## src/rtl/audio_pkg.sv

```systemverilog
// Shared audio definitions: I2S slot width, default sample width and the
// sample type exchanged between the voice generators and the serializer.
package audio_pkg;

    localparam int I2S_SLOT_BITS       = 16;
    localparam int DEFAULT_OUTPUT_BITS = 12;

    typedef logic signed [DEFAULT_OUTPUT_BITS-1:0] sample_t;

    // Counter width that never collapses to zero bits for tiny ranges.
    function automatic int clog2_min1(input int value);
        return ($clog2(value) < 1) ? 1 : $clog2(value);
    endfunction

endpackage

```

## src/rtl/sample_fifo.sv

```systemverilog
// Small synchronous FIFO with first-word fall-through output; reset empties it
// by clearing the pointers and count, the storage itself is not cleared.
module sample_fifo
    import audio_pkg::*;
#(
    parameter int WIDTH = DEFAULT_OUTPUT_BITS,
    parameter int DEPTH = 4
) (
    input  logic             main_clk,
    input  logic             reset_n,
    input  logic             push,
    input  logic             pop,
    input  logic [WIDTH-1:0] din,
    output logic [WIDTH-1:0] dout,
    output logic             full,
    output logic             empty
);

    localparam int PTR_W = clog2_min1(DEPTH);
    localparam int CNT_W = $clog2(DEPTH + 1);

    logic [WIDTH-1:0] mem [DEPTH];
    logic [PTR_W-1:0] wr_ptr;
    logic [PTR_W-1:0] rd_ptr;
    logic [CNT_W-1:0] count;
    logic             do_push;
    logic             do_pop;

    assign full    = (count == CNT_W'(DEPTH));
    assign empty   = (count == '0);
    assign do_push = push && !full;
    assign do_pop  = pop && !empty;
    assign dout    = mem[rd_ptr];

    // DEPTH is a power of two, so the pointers wrap on plain overflow.
    always_ff @(posedge main_clk) begin
        if (!reset_n) begin
            wr_ptr <= '0;
            rd_ptr <= '0;
            count  <= '0;
        end else begin
            if (do_push) begin
                wr_ptr <= wr_ptr + PTR_W'(1);
            end
            if (do_pop) begin
                rd_ptr <= rd_ptr + PTR_W'(1);
            end
            case ({do_push, do_pop})
                2'b10:   count <= count + CNT_W'(1);
                2'b01:   count <= count - CNT_W'(1);
                default: count <= count;
            endcase
        end
    end

    always_ff @(posedge main_clk) begin
        if (do_push) begin
            mem[wr_ptr] <= din;
        end
    end

endmodule

```

## src/rtl/sample_serializer.sv

```systemverilog
// Buffers signed mono samples and streams each one out as a stereo I2S frame
// (same sample in both slots), generating bclk and lrclk from main_clk.
module sample_serializer
    import audio_pkg::*;
#(
    parameter int OUTPUT_BITS = DEFAULT_OUTPUT_BITS,
    parameter int SLOT_BITS   = I2S_SLOT_BITS,
    parameter int BCLK_DIV    = 4,
    parameter int FIFO_DEPTH  = 4
) (
    input  logic                          main_clk,
    input  logic                          reset_n,
    input  logic signed [OUTPUT_BITS-1:0] sample_in,
    input  logic                          sample_valid,
    output logic                          sample_ready,
    output logic                          bclk,
    output logic                          lrclk,
    output logic                          sdata,
    output logic                          frame_start,
    output logic                          underrun
);

    localparam int FRAME_BITS = 2 * SLOT_BITS;
    localparam int DIV_W      = clog2_min1(BCLK_DIV);
    localparam int BIT_W      = clog2_min1(FRAME_BITS);
    localparam int PAD_BITS   = SLOT_BITS - OUTPUT_BITS;

    logic [DIV_W-1:0]       div_cnt;
    logic [BIT_W-1:0]       bit_cnt;
    logic [BIT_W-1:0]       bit_next;
    logic [BIT_W-1:0]       sdata_idx;
    logic [FRAME_BITS-1:0]  frame_word;
    logic [FRAME_BITS-1:0]  next_word;
    logic [SLOT_BITS-1:0]   slot_word;
    logic [OUTPUT_BITS-1:0] fifo_dout;
    logic                   fifo_full;
    logic                   fifo_empty;
    logic                   fifo_push;
    logic                   fifo_pop;
    logic                   fe;
    logic                   frame_wrap;
    logic                   run_en;

    sample_fifo #(
        .WIDTH (OUTPUT_BITS),
        .DEPTH (FIFO_DEPTH)
    ) u_fifo (
        .main_clk (main_clk),
        .reset_n  (reset_n),
        .push     (fifo_push),
        .pop      (fifo_pop),
        .din      (sample_in),
        .dout     (fifo_dout),
        .full     (fifo_full),
        .empty    (fifo_empty)
    );

    // run_en keeps ready low through reset and for the reset cycle itself.
    assign sample_ready = run_en && !fifo_full;
    assign fifo_push    = sample_valid && sample_ready;

    assign fe         = bclk && (div_cnt == DIV_W'(BCLK_DIV - 1));
    assign frame_wrap = fe && (bit_cnt == BIT_W'(FRAME_BITS - 1));
    assign bit_next   = (bit_cnt == BIT_W'(FRAME_BITS - 1)) ? '0 : bit_cnt + BIT_W'(1);
    assign fifo_pop   = frame_wrap && !fifo_empty;
    assign slot_word  = SLOT_BITS'(fifo_dout) << PAD_BITS;
    assign next_word  = fifo_pop ? {slot_word, slot_word} : frame_word;

    // One-bit I2S delay: slot bit 0 of the old word is sent while the new one loads.
    always_comb begin
        sdata_idx = '0;
        if (bit_next != '0) begin
            sdata_idx = BIT_W'(FRAME_BITS - int'(bit_next));
        end
    end

    always_ff @(posedge main_clk) begin
        if (!reset_n) begin
            div_cnt <= '0;
            bclk    <= 1'b0;
        end else if (div_cnt == DIV_W'(BCLK_DIV - 1)) begin
            div_cnt <= '0;
            bclk    <= ~bclk;
        end else begin
            div_cnt <= div_cnt + DIV_W'(1);
        end
    end

    always_ff @(posedge main_clk) begin
        if (!reset_n) begin
            run_en      <= 1'b0;
            bit_cnt     <= '0;
            lrclk       <= 1'b0;
            sdata       <= 1'b0;
            frame_start <= 1'b0;
            underrun    <= 1'b0;
            frame_word  <= '0;
        end else begin
            run_en      <= 1'b1;
            frame_start <= frame_wrap;
            if (frame_wrap && fifo_empty) begin
                underrun <= 1'b1;
            end
            if (fe) begin
                bit_cnt    <= bit_next;
                lrclk      <= (bit_next >= BIT_W'(SLOT_BITS));
                sdata      <= frame_word[sdata_idx];
                frame_word <= next_word;
            end
        end
    end

endmodule

```

## config.mk

```make
export PLATFORM = sky130hd
export DESIGN_NAME = sample_serializer
export DESIGN_NICKNAME = d
export VERILOG_FILES = /design/src/rtl/audio_pkg.sv /design/src/rtl/sample_fifo.sv /design/src/rtl/sample_serializer.sv
export SDC_FILE = /design/constraint.sdc
export NUM_CORES = 1
export LEC_CHECK = 0
export BUFFER_PORTS_ARGS = -buffer_cell sky130_fd_sc_hd__buf_4
export CAP_MARGIN = 20
export CORE_MARGIN = 4
export CORE_UTILIZATION = 40
export CTS_CLUSTER_DIAMETER = 100
export DETAILED_ROUTE_END_ITERATION = 10
export PLACE_DENSITY_LB_ADDON = 0.05
export SYNTH_ARGS = -nofsm -noshare
export SYNTH_HDL_FRONTEND = slang
export SYNTH_HIERARCHICAL = 1
export SYNTH_SLANG_ARGS = --single-unit
```

## constraint.sdc

```tcl
create_clock -name main_clk -period 2.7 [get_ports main_clk]
set_input_delay 0.135 -clock main_clk [delete_from_list [all_inputs] [get_ports main_clk]]
set_output_delay 0.135 -clock main_clk [all_outputs]
set_load 0.01 [all_outputs]
```

==> results.cfg <==
[cts]
path_clk_slew_ns = 0.08
cts_max_path_buffers = 2
clock_sinks = 81
cts_tree = built
h-tree-depth = 3
clk_latency_ns = 0.34
root_buffer = clkbuf_8
cts_buffers = 9

[detailed_routing]
drcViolationCount = 0
vias = 1905
dr.pass1.iters = 4
drt_wl_total_mm = 6.13
via_per_inst = 4.86
dr.max_layer_used = met4
met2_length_mm = 2.94
wl_met1_mm = 2.93
wl_per_cell_microns = 15.6
wl_met3_microns = 184
drtIter0Drc = 61
postRouteAntennaNets = 0

[yosys]
synth_edf_count = 48
netlist_instances = 240
async_flop_share_pct = 0
avgSynthCellArea_sq_um = 14.0
syn_nets = 264
ys.flop_type = edfxtp_1
syn_area_sq_um = 3360
yosysUniqueCellTypes = 44
ys_seq_area_share_pct = 62.6
yosysWarningCount = 6
ys_ff_latch = 81

[power]
vdd_drop_max_mv = 0.286
sw_frac_of_total_pct = 20.4
comb_power_share_pct = 4.5
cellPowerDensity_nw_per_um2 = 599
power.internal_mw = 1.91
leakagePower_nw = 1.39
seqPwrFrac_pct = 55.9
p_switching_uw = 489
power.share.clock_pct = 39.6

[grt]
grt_pass1_wl_mm = 10.1
antenna_found_initial = 0
grt_remaining_overflow = 0
grt_max_degree = 37
grt_use_total_pct = 13.5
first_global_vias = 1965

[finish]
diodes = 0
nFillCells = 750
final_nets = 306
drive_gt1_share_pct = 24.4
stdcell_area_sq_um = 4010
regArea_sq_um = 2110
syn2layout_area_growth_pct = 19.2
final_cell_count_no_fill = 392
multi_input_area_sq_um = 1180

[sta]
skew_ns = 0.00457
fmax_ghz = 0.402
fin_tns_setup_ns = 0
hold_viol = 0
whs_ns = 0.119
post-route-period-util_pct = 92.1
min_period_ns = 2.49
slew_violations = 0
rsz0062_at_grt = no
tightestPinTransition_ns = 0.649
slew_headroom_pct = 56.6
setup_viol = 0

[setup_path]
arrival_ns = 2.76
crit_required_ns = 2.97
crit_path_start_kind = register
reg2reg_depth = 12
cp_max_fo = 6
cp-end-kind = register
criticalPathCategory = reg -> reg

[run]
cap_violations = 0

[die]
start_util_pct = 41.1
die_w_microns = 99.6
die_area_sq_um = 9930
io_pins = 21
die_height_microns = 99.6
rows = 33
core_sq_um = 8180

[placement]
port_buffers = 20
place_congestion = 0.714
dp_hpwl_mm = 3.76
place_area_sq_um = 3670
place_inst = 364

[status]
outcome = complete, no violations

[min_path]
hold_path.class = in -> reg
worstHoldPathCells = 1
[kinds of logic (layout without fill, tap and decap cells)]
kind of cell    Yosys count  in the layout  synth area share (%)
compound gates           30             30                  6.44
xor+xnor                  3              3                 0.782
fa+ha+maj                 9              9                  3.58
buf+inv                  19             66                  2.90
flops                    81             81                  62.6
mux                      19             19                  11.4
simple gates             79             79                  12.4
[worst max-delay path, stage by stage, from the launching register on]
cell	delay [ns]
dfxtp_4	0.39
ha_4	0.16
and3_1	0.16
ha_1	0.17
nand3b_1	0.12
inv_2	0.08
nor2b_4	0.15
ha_2	0.19
inv_1	0.05
fa_1	0.37
xor2_1	0.16
or3_1	0.30
a21boi_1	0.14
[final timing paths]
check	from	to	slack, ns
min reg2reg	div_cnt[0]	div_cnt[0]	0.43
max	bit_cnt[0]	u_fifo/count[2]	0.21
max reg2reg	bit_cnt[0]	u_fifo/count[2]	0.21
min	reset_n	run_en	0.12
[placed cells by master (no fill, tap or decap), types with 2 or more instances in the layout]
master         instances
xor2_1                 2
inv_1                  7
edfxtp_1              48
nand2b_1               3
mux2i_1                4
and3_1                 4
and2_1                10
bufinv_16              2
inv_2                  2
buf_4                 29
clkbuf_8               9
nor2_1                 3
ha_1                   6
nand2_1               37
a21boi_0               5
nand3_1                2
mux4_2                14
or3_1                  2
o21ai_0                7
a21boi_1              11
dlygate4sd3_1         12
dfxtp_1               31
nor2b_1                6
clkbuf_1               2
[power by group through the flow]
stage | Clock (mW) | Combinational (mW) | Sequential, mW
global route | 1.05 | 0.123 | 1.34
detailed placement | 0 | 0.0980 | 1.37
global placement | 0 | 0.0963 | 1.37
CTS | 0.991 | 0.112 | 1.34
floorplan | 0 | 0.0523 | 1.37
finish | 0.949 | 0.109 | 1.34
[cells in the mapped netlist (all sizes together), types with 2 or more instances]
cell | count | share of area, %
edfxtp | 48 | 43
nor3b | 2 | 0.60
mux2i | 4 | 1.2
nor2b | 7 | 1.3
mux4 | 15 | 10
nand2 | 37 | 4.1
nor2 | 4 | 0.52
dfxtp | 33 | 20
and3 | 4 | 0.74
buf | 7 | 1.6
inv | 9 | 1.0
nor3 | 2 | 0.45
and2 | 11 | 2.1
or3 | 2 | 0.37
ha | 8 | 3.0
o21ai | 7 | 1.0
nand2b | 3 | 0.56
nand3 | 2 | 0.30
a21boi | 16 | 3.6
xor2 | 2 | 0.52
clkbuf | 3 | 0.34
[cell type report]
class,instances,area share (%)
clock buffer,11,3.28
clock inverter,5,2.03
inverter,9,0.843
multi-input combinational,140,29.5
sequential,81,52.6
tap,105,3.28
timing repair buffer,41,8.43
[routing by layer]
metal | track usage (%) | up-vias
li1 | - | 958
met1 | 18.1 | 916
met2 | 21.4 | 25
met3 | 3.58 | 6
met4 | 4.41 | 0
met5 | 0 | -
[what timing repair did]
action	CTS	global route
setup buffers	0	0
gates resized for setup	0	0
setup endpoints to repair	0	0
endpoints found under the hold margin	48	0
hold buffers	12	0
[sequential cells by signal (all words and copies together) (netlist names), named ones only]
name and cells:
u_fifo/mem 48, frame_word 12, bit_cnt 4, u_fifo/count 3, div_cnt 2, u_fifo/rd_ptr 2, u_fifo/wr_ptr 2, bclk 1
frame_start 1, lrclk 1, run_en 1, sdata 1, underrun 1
[per-stage QoR]
stage / setup WS, ns / util [%] / total power, mW
floorplan: 0.00541 / - / 1.42
global placement: 0.268 / 44.9 / 1.47
detailed placement: 0.222 / 44.9 / 1.47
CTS: 0.195 / 49.0 / 2.44
global route: 0.0134 / 49.0 / 2.51
finish: 0.214 / 49.0 / 2.40
Note: power is estimated with default switching activity, not from simulation.
